<file path="src/rtl/muldiv_pkg.sv">
// Shared constants and types for the RV32M multiply/divide unit.
// Holds funct3 encodings, the FSM state type and signedness helpers.
package muldiv_pkg;

    localparam int MD_LEN   = 32;
    localparam int MD_CNT_W = $clog2(MD_LEN + 1);

    localparam logic [2:0] OP_MUL    = 3'b000;
    localparam logic [2:0] OP_MULH   = 3'b001;
    localparam logic [2:0] OP_MULHSU = 3'b010;
    localparam logic [2:0] OP_MULHU  = 3'b011;
    localparam logic [2:0] OP_DIV    = 3'b100;
    localparam logic [2:0] OP_DIVU   = 3'b101;
    localparam logic [2:0] OP_REM    = 3'b110;
    localparam logic [2:0] OP_REMU   = 3'b111;

    typedef enum logic [1:0] {
        IDLE,
        MUL,
        DIV,
        DONE
    } muldiv_state_t;

    function automatic logic a_is_signed(input logic [2:0] op);
        return (op == OP_MULH) || (op == OP_MULHSU) ||
               (op == OP_DIV)  || (op == OP_REM);
    endfunction

    function automatic logic b_is_signed(input logic [2:0] op);
        return (op == OP_MULH) || (op == OP_DIV) || (op == OP_REM);
    endfunction

endpackage

</file>
<file path="src/rtl/muldiv_sign_fix.sv">
// Conditional two's-complement negation.
// Used for operand magnitudes and for the final signed result.
module muldiv_sign_fix #(
    parameter int W = 32
) (
    input  logic [W-1:0] val_i,
    input  logic         neg_i,
    output logic [W-1:0] val_o
);

    assign val_o = neg_i ? (~val_i + W'(1)) : val_i;

endmodule

</file>
<file path="src/rtl/muldiv_unit.sv">
// Iterative RV32M multiply/divide unit for the EX stage.
// Shift-add multiply and restoring divide share one 2*LEN register.
module muldiv_unit
    import muldiv_pkg::*;
#(
    parameter int LEN = MD_LEN
) (
    input  logic           clk,
    input  logic           rst,
    input  logic           start,
    input  logic [2:0]     op,
    input  logic [LEN-1:0] a,
    input  logic [LEN-1:0] b,
    input  logic           flush,
    output logic [LEN-1:0] result,
    output logic           done,
    output logic           busy,
    output logic           stall
);

    localparam int CW = $clog2(LEN + 1);

    muldiv_state_t    state_q, state_d;
    logic [CW-1:0]    cnt_q, cnt_d;
    logic [2*LEN-1:0] acc_q, acc_d;
    logic [LEN-1:0]   dvs_q, dvs_d;
    logic [2:0]       op_q, op_d;
    logic             neg_q, neg_d;
    logic [LEN-1:0]   result_q, result_d;

    logic             sa, sb;
    logic [LEN-1:0]   a_abs, b_abs;
    logic             b_zero, ovf;
    logic [LEN:0]     add_sum, rem_sh, diff;
    logic [2*LEN-1:0] step, fix_in, fix_out;
    logic [LEN-1:0]   res_sel;

    assign sa = a_is_signed(op) & a[LEN-1];
    assign sb = b_is_signed(op) & b[LEN-1];

    muldiv_sign_fix #(.W(LEN)) u_fix_a (
        .val_i (a),
        .neg_i (sa),
        .val_o (a_abs)
    );

    muldiv_sign_fix #(.W(LEN)) u_fix_b (
        .val_i (b),
        .neg_i (sb),
        .val_o (b_abs)
    );

    assign b_zero = (b == '0);
    assign ovf    = ((op == OP_DIV) || (op == OP_REM)) &&
                    (a == {1'b1, {(LEN-1){1'b0}}}) && (b == '1);

    // One multiply or divide iteration on the shared register
    always_comb begin
        add_sum = {1'b0, acc_q[2*LEN-1:LEN]} + {1'b0, dvs_q};
        rem_sh  = acc_q[2*LEN-1:LEN-1];
        diff    = rem_sh - {1'b0, dvs_q};
        step    = acc_q;
        if (state_q == MUL) begin
            if (acc_q[0])
                step = {add_sum, acc_q[LEN-1:1]};
            else
                step = {1'b0, acc_q[2*LEN-1:1]};
        end else begin
            if (diff[LEN])
                step = {rem_sh[LEN-1:0], acc_q[LEN-2:0], 1'b0};
            else
                step = {diff[LEN-1:0], acc_q[LEN-2:0], 1'b1};
        end
    end

    // Pick full product, quotient or remainder before sign correction
    always_comb begin
        if (state_q == MUL)
            fix_in = step;
        else if (op_q[1])
            fix_in = {{LEN{1'b0}}, step[2*LEN-1:LEN]};
        else
            fix_in = {{LEN{1'b0}}, step[LEN-1:0]};
    end

    muldiv_sign_fix #(.W(2*LEN)) u_fix_res (
        .val_i (fix_in),
        .neg_i (neg_q),
        .val_o (fix_out)
    );

    assign res_sel = ((state_q == MUL) && (op_q != OP_MUL)) ?
                     fix_out[2*LEN-1:LEN] : fix_out[LEN-1:0];

    // Next-state and datapath update
    always_comb begin
        state_d  = state_q;
        cnt_d    = cnt_q;
        acc_d    = acc_q;
        dvs_d    = dvs_q;
        op_d     = op_q;
        neg_d    = neg_q;
        result_d = result_q;
        unique case (state_q)
            IDLE: begin
                if (start && !flush) begin
                    op_d  = op;
                    cnt_d = '0;
                    neg_d = (op[2] && op[1]) ? sa : (sa ^ sb);
                    if (op[2] && b_zero) begin
                        result_d = op[1] ? a : '1;
                        state_d  = DONE;
                    end else if (ovf) begin
                        result_d = op[1] ? '0 : a;
                        state_d  = DONE;
                    end else begin
                        acc_d   = {{LEN{1'b0}}, a_abs};
                        dvs_d   = b_abs;
                        state_d = op[2] ? DIV : MUL;
                    end
                end
            end
            MUL, DIV: begin
                acc_d = step;
                cnt_d = cnt_q + CW'(1);
                if (cnt_q == CW'(LEN - 1)) begin
                    result_d = res_sel;
                    state_d  = DONE;
                end
            end
            DONE: state_d = IDLE;
            default: state_d = IDLE;
        endcase
        if (flush) begin
            state_d  = IDLE;
            result_d = result_q;
        end
    end

    // State and datapath registers
    always_ff @(posedge clk or negedge rst) begin
        if (!rst) begin
            state_q  <= IDLE;
            cnt_q    <= '0;
            acc_q    <= '0;
            dvs_q    <= '0;
            op_q     <= OP_MUL;
            neg_q    <= 1'b0;
            result_q <= '0;
        end else begin
            state_q  <= state_d;
            cnt_q    <= cnt_d;
            acc_q    <= acc_d;
            dvs_q    <= dvs_d;
            op_q     <= op_d;
            neg_q    <= neg_d;
            result_q <= result_d;
        end
    end

    assign result = result_q;
    assign done   = (state_q == DONE);
    assign busy   = (state_q == MUL) || (state_q == DIV);
    assign stall  = ((state_q == IDLE) && start && !flush) || busy;

endmodule

</file>
<file path="config.mk">
export PLATFORM = sky130hd
export DESIGN_NAME = muldiv_unit
export DESIGN_NICKNAME = d
export VERILOG_FILES = /design/src/rtl/muldiv_pkg.sv /design/src/rtl/muldiv_sign_fix.sv /design/src/rtl/muldiv_unit.sv
export SDC_FILE = /design/constraint.sdc
export NUM_CORES = 1
export LEC_CHECK = 0
export BUFFER_PORTS_ARGS = -buffer_cell sky130_fd_sc_hd__buf_2
export CAP_MARGIN = 0
export CELL_PAD_IN_SITES_DETAIL_PLACEMENT = 0
export CELL_PAD_IN_SITES_GLOBAL_PLACEMENT = 1
export CORE_ASPECT_RATIO = 1.1
export CORE_UTILIZATION = 25
export DETAILED_ROUTE_END_ITERATION = 8
export PLACE_DENSITY_LB_ADDON = 0.1
export RECOVER_POWER = 25
export SLEW_MARGIN = 20
export SYNTH_ARGS = -nofsm -noshare
export SYNTH_HDL_FRONTEND = slang
export SYNTH_SLANG_ARGS = --single-unit
</file>
<file path="constraint.sdc">
create_clock -name clk -period 4.8 [get_ports clk]
set_input_delay 0 -clock clk [delete_from_list [all_inputs] [get_ports clk]]
set_output_delay 0 -clock clk [all_outputs]
set_load 0.005 [all_outputs]
</file>
Yosys cells after proc, flatten, opt, wreduce, memory -nomap -nowiden
Index checks and enable logic that the tools add are counted.
Word-level totals
  input port bits: 71
  bits in latches: 0
  memories kept: 0
  memory bits (read-only): 0
  RAM bits: 0
  register bits: 140
Operators by class
  divide/modulo/power cells: 0
  shift-type cells: 0
  $lt $le $gt $ge: 0
  multiplexer cells: 30
  add/subtract/negate cells: 6
  $mul: 0
  equal/unequal tests: 17
  reductions and logical operators: 28
  bitwise logic cells: 9
Operators by type and width (count)
  $mux 64: 8
  $mux 32: 10
  $pmux 64 s2: 1
  $add 32x1->32 const B: 2
  $add 64x1->64 const B: 1
  $eq 32x32->1 const B: 2
  $not 32->32: 2
  $not 64->64: 1
  $pmux 32 s2: 1
  $add 32x32->33: 1
  $sub 33x32->33: 1
  $logic_not 32->1: 1
  $mux 2: 6
  $pmux 6 s2: 1
  $ne 3x3->1 const B: 3
  $logic_and 1x1->1: 8
  $logic_or 1x1->1: 8
  $ne 2x2->1 const B: 4
  $reduce_and 4->1: 2
  $add 6x1->6 const B: 1
  $eq 3x3->1 const B: 2
  $eq 6x5->1 const B: 1
  $mux 6: 1
  $pmux 2 s3: 1
  15 further kinds: 21

Logic depth before layout (Yosys ltp)
  word-level depth: 11
  gate-level depth with buffers: 21

Cells and area by module
Synthesis repeated with hierarchy kept, for this count alone.
Unflattened totals
  cells, all modules: 1990
  area, all modules: 15711.3 µm²
By module, submodules not included
  muldiv_unit: cells each 1586, instances 1, sequential area each 3503.4 µm², area each 12508.2 µm²
  muldiv_sign_fix at u_fix_res: cells each 206, instances 1, sequential area each 0.0 µm², area each 1649.1 µm²
  muldiv_sign_fix at u_fix_a ...: cells each 99, instances 2, sequential area each 0.0 µm², area each 777.0 µm²

Worst setup path before layout
OpenSTA, ideal clock, no wires.
  path type: reg2reg
  start point: register acc_q[31]
  end point: register result_q[29] (netlist: result[29])
  cell stages (with the launch flop): 19
  setup time: 118 ps
  path slack: 406 ps
  data arrival time: 4276 ps
  buffers on the path: 1
  data required time: 4682 ps
  path through: dfrtp_1 -> inv_1 -> ha_1 -> inv_1 -> fa_1 -> a211oi_2 -> nor3_1 -> o311a_1 -> o21a_1 -> nor3_4 -> buf_6 -> o21ai_2 -> o221a_4 -> or2_4 -> nor4_4 -> nand4_2 -> o41ai_1 -> mux2_2 -> a21o_1
On the way
  cells in the longest elaborated chain, start to end: 11
  elaborated cells between the ends (all ways): 12
RTL lines
  start: declaration: line muldiv_unit.sv:25  | logic [2*LEN-1:0] acc_q, acc_d;
  start signal: assignment: line muldiv_unit.sv:145  | acc_q <= '0;
  start signal: assignment: line muldiv_unit.sv:153  | acc_q <= acc_d;
  $sub 33x32->33: line muldiv_unit.sv:61  | diff = rem_sh - {1'b0, dvs_q};
  $mux 64: line muldiv_unit.sv:69  | if (diff[LEN])
  $mux 64 *: line muldiv_unit.sv:63  | if (state_q == MUL) begin
  $mux 32: line muldiv_unit.sv:80  | else if (op_q[1])
  $mux 64 *: line muldiv_unit.sv:78  | if (state_q == MUL)
  $not 64->64: line muldiv_sign_fix.sv:11  | assign val_o = neg_i ? (~val_i + W'(1)) : val_i;
  $add 64x1->64: line muldiv_sign_fix.sv:11
  $mux 64 *: line muldiv_sign_fix.sv:11
  $mux 32 *: line muldiv_unit.sv:92  | assign res_sel = ((state_q == MUL) && (op_q != OP_MUL)) ?
  $mux 32 *: line muldiv_unit.sv:126  | if (cnt_q == CW'(LEN - 1)) begin
  $pmux 32 s2 *: line muldiv_unit.sv:104  | unique case (state_q)
  end signal: assignment: line muldiv_unit.sv:157  | result_q <= result_d;
  end: declaration: line muldiv_unit.sv:29  | logic [LEN-1:0] result_q, result_d;
Every way passes the cells marked *; elsewhere a longest branch is shown, timed or not. The select of a mux whose other input is x is not followed.
A chain may end at the register's enable or synchronous reset.

Worst setup path after layout
  start point: register dvs_q[17]
  end point: register result_q[6] (netlist: result[6])
On the way
  cells in the longest elaborated chain, start to end: 11
  elaborated cells between the ends (all ways): 13
RTL lines
  start: declaration: line muldiv_unit.sv:26  | logic [LEN-1:0] dvs_q, dvs_d;
  start signal: assignment: line muldiv_unit.sv:154  | dvs_q <= dvs_d;
  $sub 33x32->33 / $add 32x32->33 (equally long branches): line muldiv_unit.sv:61, muldiv_unit.sv:59
  $mux 64 (on tied branches): line muldiv_unit.sv:69, muldiv_unit.sv:64
  $mux 64 *: line muldiv_unit.sv:63
  $mux 32: line muldiv_unit.sv:80
  $mux 64 *: line muldiv_unit.sv:78
  $not 64->64: line muldiv_sign_fix.sv:11
  $add 64x1->64: line muldiv_sign_fix.sv:11
  $mux 64 *: line muldiv_sign_fix.sv:11
  $mux 32 *: line muldiv_unit.sv:92
  $mux 32 *: line muldiv_unit.sv:126
  $pmux 32 s2 *: line muldiv_unit.sv:104
Marked as above.

==> impl_results.md <==
- Final Slew Violations: 77
- Top FF cell, synth: dfrtp_1
- Number of global-route vias before repair: 17657
- Setup crit start: dvs_q[17]
- Sequential share of power: 13.9%
- Post-route worst setup slack: 0.0705 ns
- Ports: 106
- Pleak: 8.95 nW
- Worst-Margin Slew: 3.84 ns
- Fin crit share: 98.5%
- Post-route cell area: 20800 um2
- Placed insts: 3239
- Skew-Pair Late Insertion Delay: 0.51 ns
- Status: finished, violations left
- Syn nets: 2335
- Top sig layer: met4
- Overall Power: 15.1 mW
- Cell count after synthesis: 2189
- DRT Wirelength: 85200 um
- Final setup fails: 0
- WP data required: 5.19 ns
- CP max stage cell: a221o_2
- P_sw: 8.31 mW
- Initial antenna violation count: 0
- Violated checks: capacitance limit, slew limit
- ANT nets after route: 0
- Rows: 97
- Worst VDD drop: 0.320 mV
- Critical path peak fanout: 8
- Finished Layout Cells: 3352
- Number of H-tree levels: 4
- Ys async rst share: 100%
- Hold_sp: a[10]
- Routed met1 length: 39400 um
- Layout cells sized above 1: 21.9%
- CTS buffer count: 17
- Largest net degree at the start of global routing: 77
- Crit path time final: 4.73 ns
- Fmax: 211 MHz
- Worst r2r src: dvs_q[17]
- Final Util: 32.6%
- Max Clock Skew: 0.0146 ns
- First drt pass iteration count: 5
- RSZ-0062 raised after global routing: yes
- Crit Path Class: reg -> reg
- Cell mode on critical path: buf_4
- Initial Utilization: 25.3%
- Crit start category: flip-flop
- Metal2 WL: 39100 um
- DR WL met3: 3090 um
- CTS root buffer: clkbuf_16
- Pint: 6.77 mW
- Commonest non-fill, non-tap cell in the layout: nand2_1
- Placement Setup Slack: -0.170 ns
- Routed vias: 18289
- Total negative slack: 0 ns
- WP buf/inv: 6
- Worst relative slew slack: -156%
- Core area: 63700 um2
- Overflow after GRT: 0
- DP Area: 19000 um2
- Sw Share: 55.1%
- Comb power frac: 76.5%
- Cell variety after synth: 99
- Vias/cell: 5.46
- Ys Warns: 0
- Clk pwr share: 9.6%
- Final Hold Fails: 0
- Layout area overhead: 28.9%
- Antenna cells: 0
- Post-synth EDFFs: 0
- Syn avg cell area: 7.35 um2
- First-pass GRT wire length: 123000 um
- Drt wl/cell: 25.4 um
- Total GRT Usage: 25.9%
- Die area: 65400 um2
- CP Cell Sequence: inv_1, ha_1, a21oi_2, o21ai_1, a221o_2, buf_4, a21oi_4, a21oi_2, nor2_4, buf_4, mux2i_2, a41oi_2, buf_4, nor2_1, nand4_2, buf_12, buf_12, o21ai_0, xor2_1, a221o_1
- DPL Wire Length: 69000 um
- GP Congestion: 0.936
- Clock Sinks: 140
- Chip height: 268 um
- DRC Markers: 0
- Die width: 244 um
- Clock tree buffer depth: 2
- CP max stage delay: 0.44 ns
- Initial drt markers: 1565
- Clock transition at path regs: 0.07 ns
- Mapped Area: 16100 um2
- Register area share after synthesis: 21.8%
- Max-cap violations: 1
- Min-Delay Path Class: in -> reg
- Post-layout nets: 2644
- P per Cell Area: 726 nW/um2
- Final hold slack: 0.0503 ns
- Synthesized flop and latch total: 140
- TritonCTS clock tree: built
- Crit path DAT: 5.12 ns
- IO buf count: 105
- Top Family by Delay on Critical Path: compound AO/OA/AOI/OAI gates
- Commonest cells after routing, fill and taps aside: 257 x nand2_1, 249 x buf_4, 228 x nor2_1
- Critical Path End Type: flip-flop
==> Yosys cell counts, drive strengths merged (46+ instances only) <==
cell type / n / area share (%)
inv: 63 / 1.5
clkbuf: 96 / 2.2
nand3: 48 / 1.6
a21o: 46 / 2.1
nand2: 262 / 6.2
mux2i: 52 / 3.3
o21ai: 229 / 7.2
a21oi: 201 / 6.4
dfrtp: 140 / 22
ha: 73 / 5.7
nor2: 233 / 5.4
xnor2: 65 / 3.5
nor3: 53 / 1.8
xor2: 51 / 2.8
==> worst paths after layout <==
path / end / slack (ns) / depth (start not counted)
max: result[6] / 0.07 / 20
min: acc_q[10] / 0.05 / 4
max reg2reg: result[6] / 0.07 / 20
min reg2reg: result[18] / 0.50 / 2
max in group asynchronous: neg_q / 0.85 / 2
min in group asynchronous: acc_q[17] / 1.45 / 2
==> worst reg2reg max path: stages, from the launching register on <==
cell,delay (ns)
dfrtp_1,0.42
inv_1,0.09
ha_1,0.32
a21oi_2,0.19
o21ai_1,0.13
a221o_2,0.44
buf_4,0.17
a21oi_4,0.23
a21oi_2,0.12
nor2_4,0.24
buf_4,0.21
mux2i_2,0.28
a41oi_2,0.21
buf_4,0.23
nor2_1,0.26
nand4_2,0.17
buf_12,0.18
buf_12,0.13
o21ai_0,0.19
xor2_1,0.10
a221o_1,0.32
==> layout make-up <==
| class | count | area, um2 |
|---|---|---|
| Clock buffer | 17 | 425 |
| Clock inverter | 15 | 166 |
| Fill cell | 6892 | 43000 |
| Inverter | 64 | 240 |
| Multi-Input combinational cell | 1857 | 12300 |
| Sequential cell | 140 | 3500 |
| Tap cell | 841 | 1050 |
| Timing Repair Buffer | 418 | 3100 |
==> metal layers <==
layer / GRT usage, % / up-vias
met1: 34.7 / 8926
met3: 2.66 / 84
li1: - / 8758
met4: 11.2 / 0
met5: 0 / -
met2: 42.1 / 521
==> logic make-up after synthesis <==
logic type / count (synthesis) / synth area share, %
flops: 140 / 21.8
fa+ha+maj: 75 / 5.92
simple gates: 813 / 24.5
xor+xnor: 116 / 6.31
compound gates: 772 / 31.4
mux: 81 / 5.31
buf+inv: 192 / 4.79
==> flip-flops by register name, indices dropped and copies added, names as in the netlist <==
name     flops
acc_q       64
dvs_q       32
result      32
cnt_q        6
op_q         3
state_q      2
neg_q        1
==> power by group through the flow <==
stage | clock network, mW | registers [mW] | logic (mW)
final | 1.45 | 2.09 | 11.5
after global routing | 1.54 | 2.16 | 12.4
after CTS | 1.49 | 2.09 | 10.7
after detailed placement | 0 | 2.11 | 10.6
after global placement | 0 | 2.10 | 10.6
after floorplan | 0 | 1.97 | 6.14
==> repair_timing <==
item / CTS / global route
resized for setup: 11 / 68
endpoints found under the setup margin: 24 / 32
hold buffers: 53 / 0
buffers inserted: 2 / 25
gates cloned: 0 / 1
pin swaps: 10 / 33
endpoints found under the hold margin: 125 / 0
(Power assumes the default switching activity.)
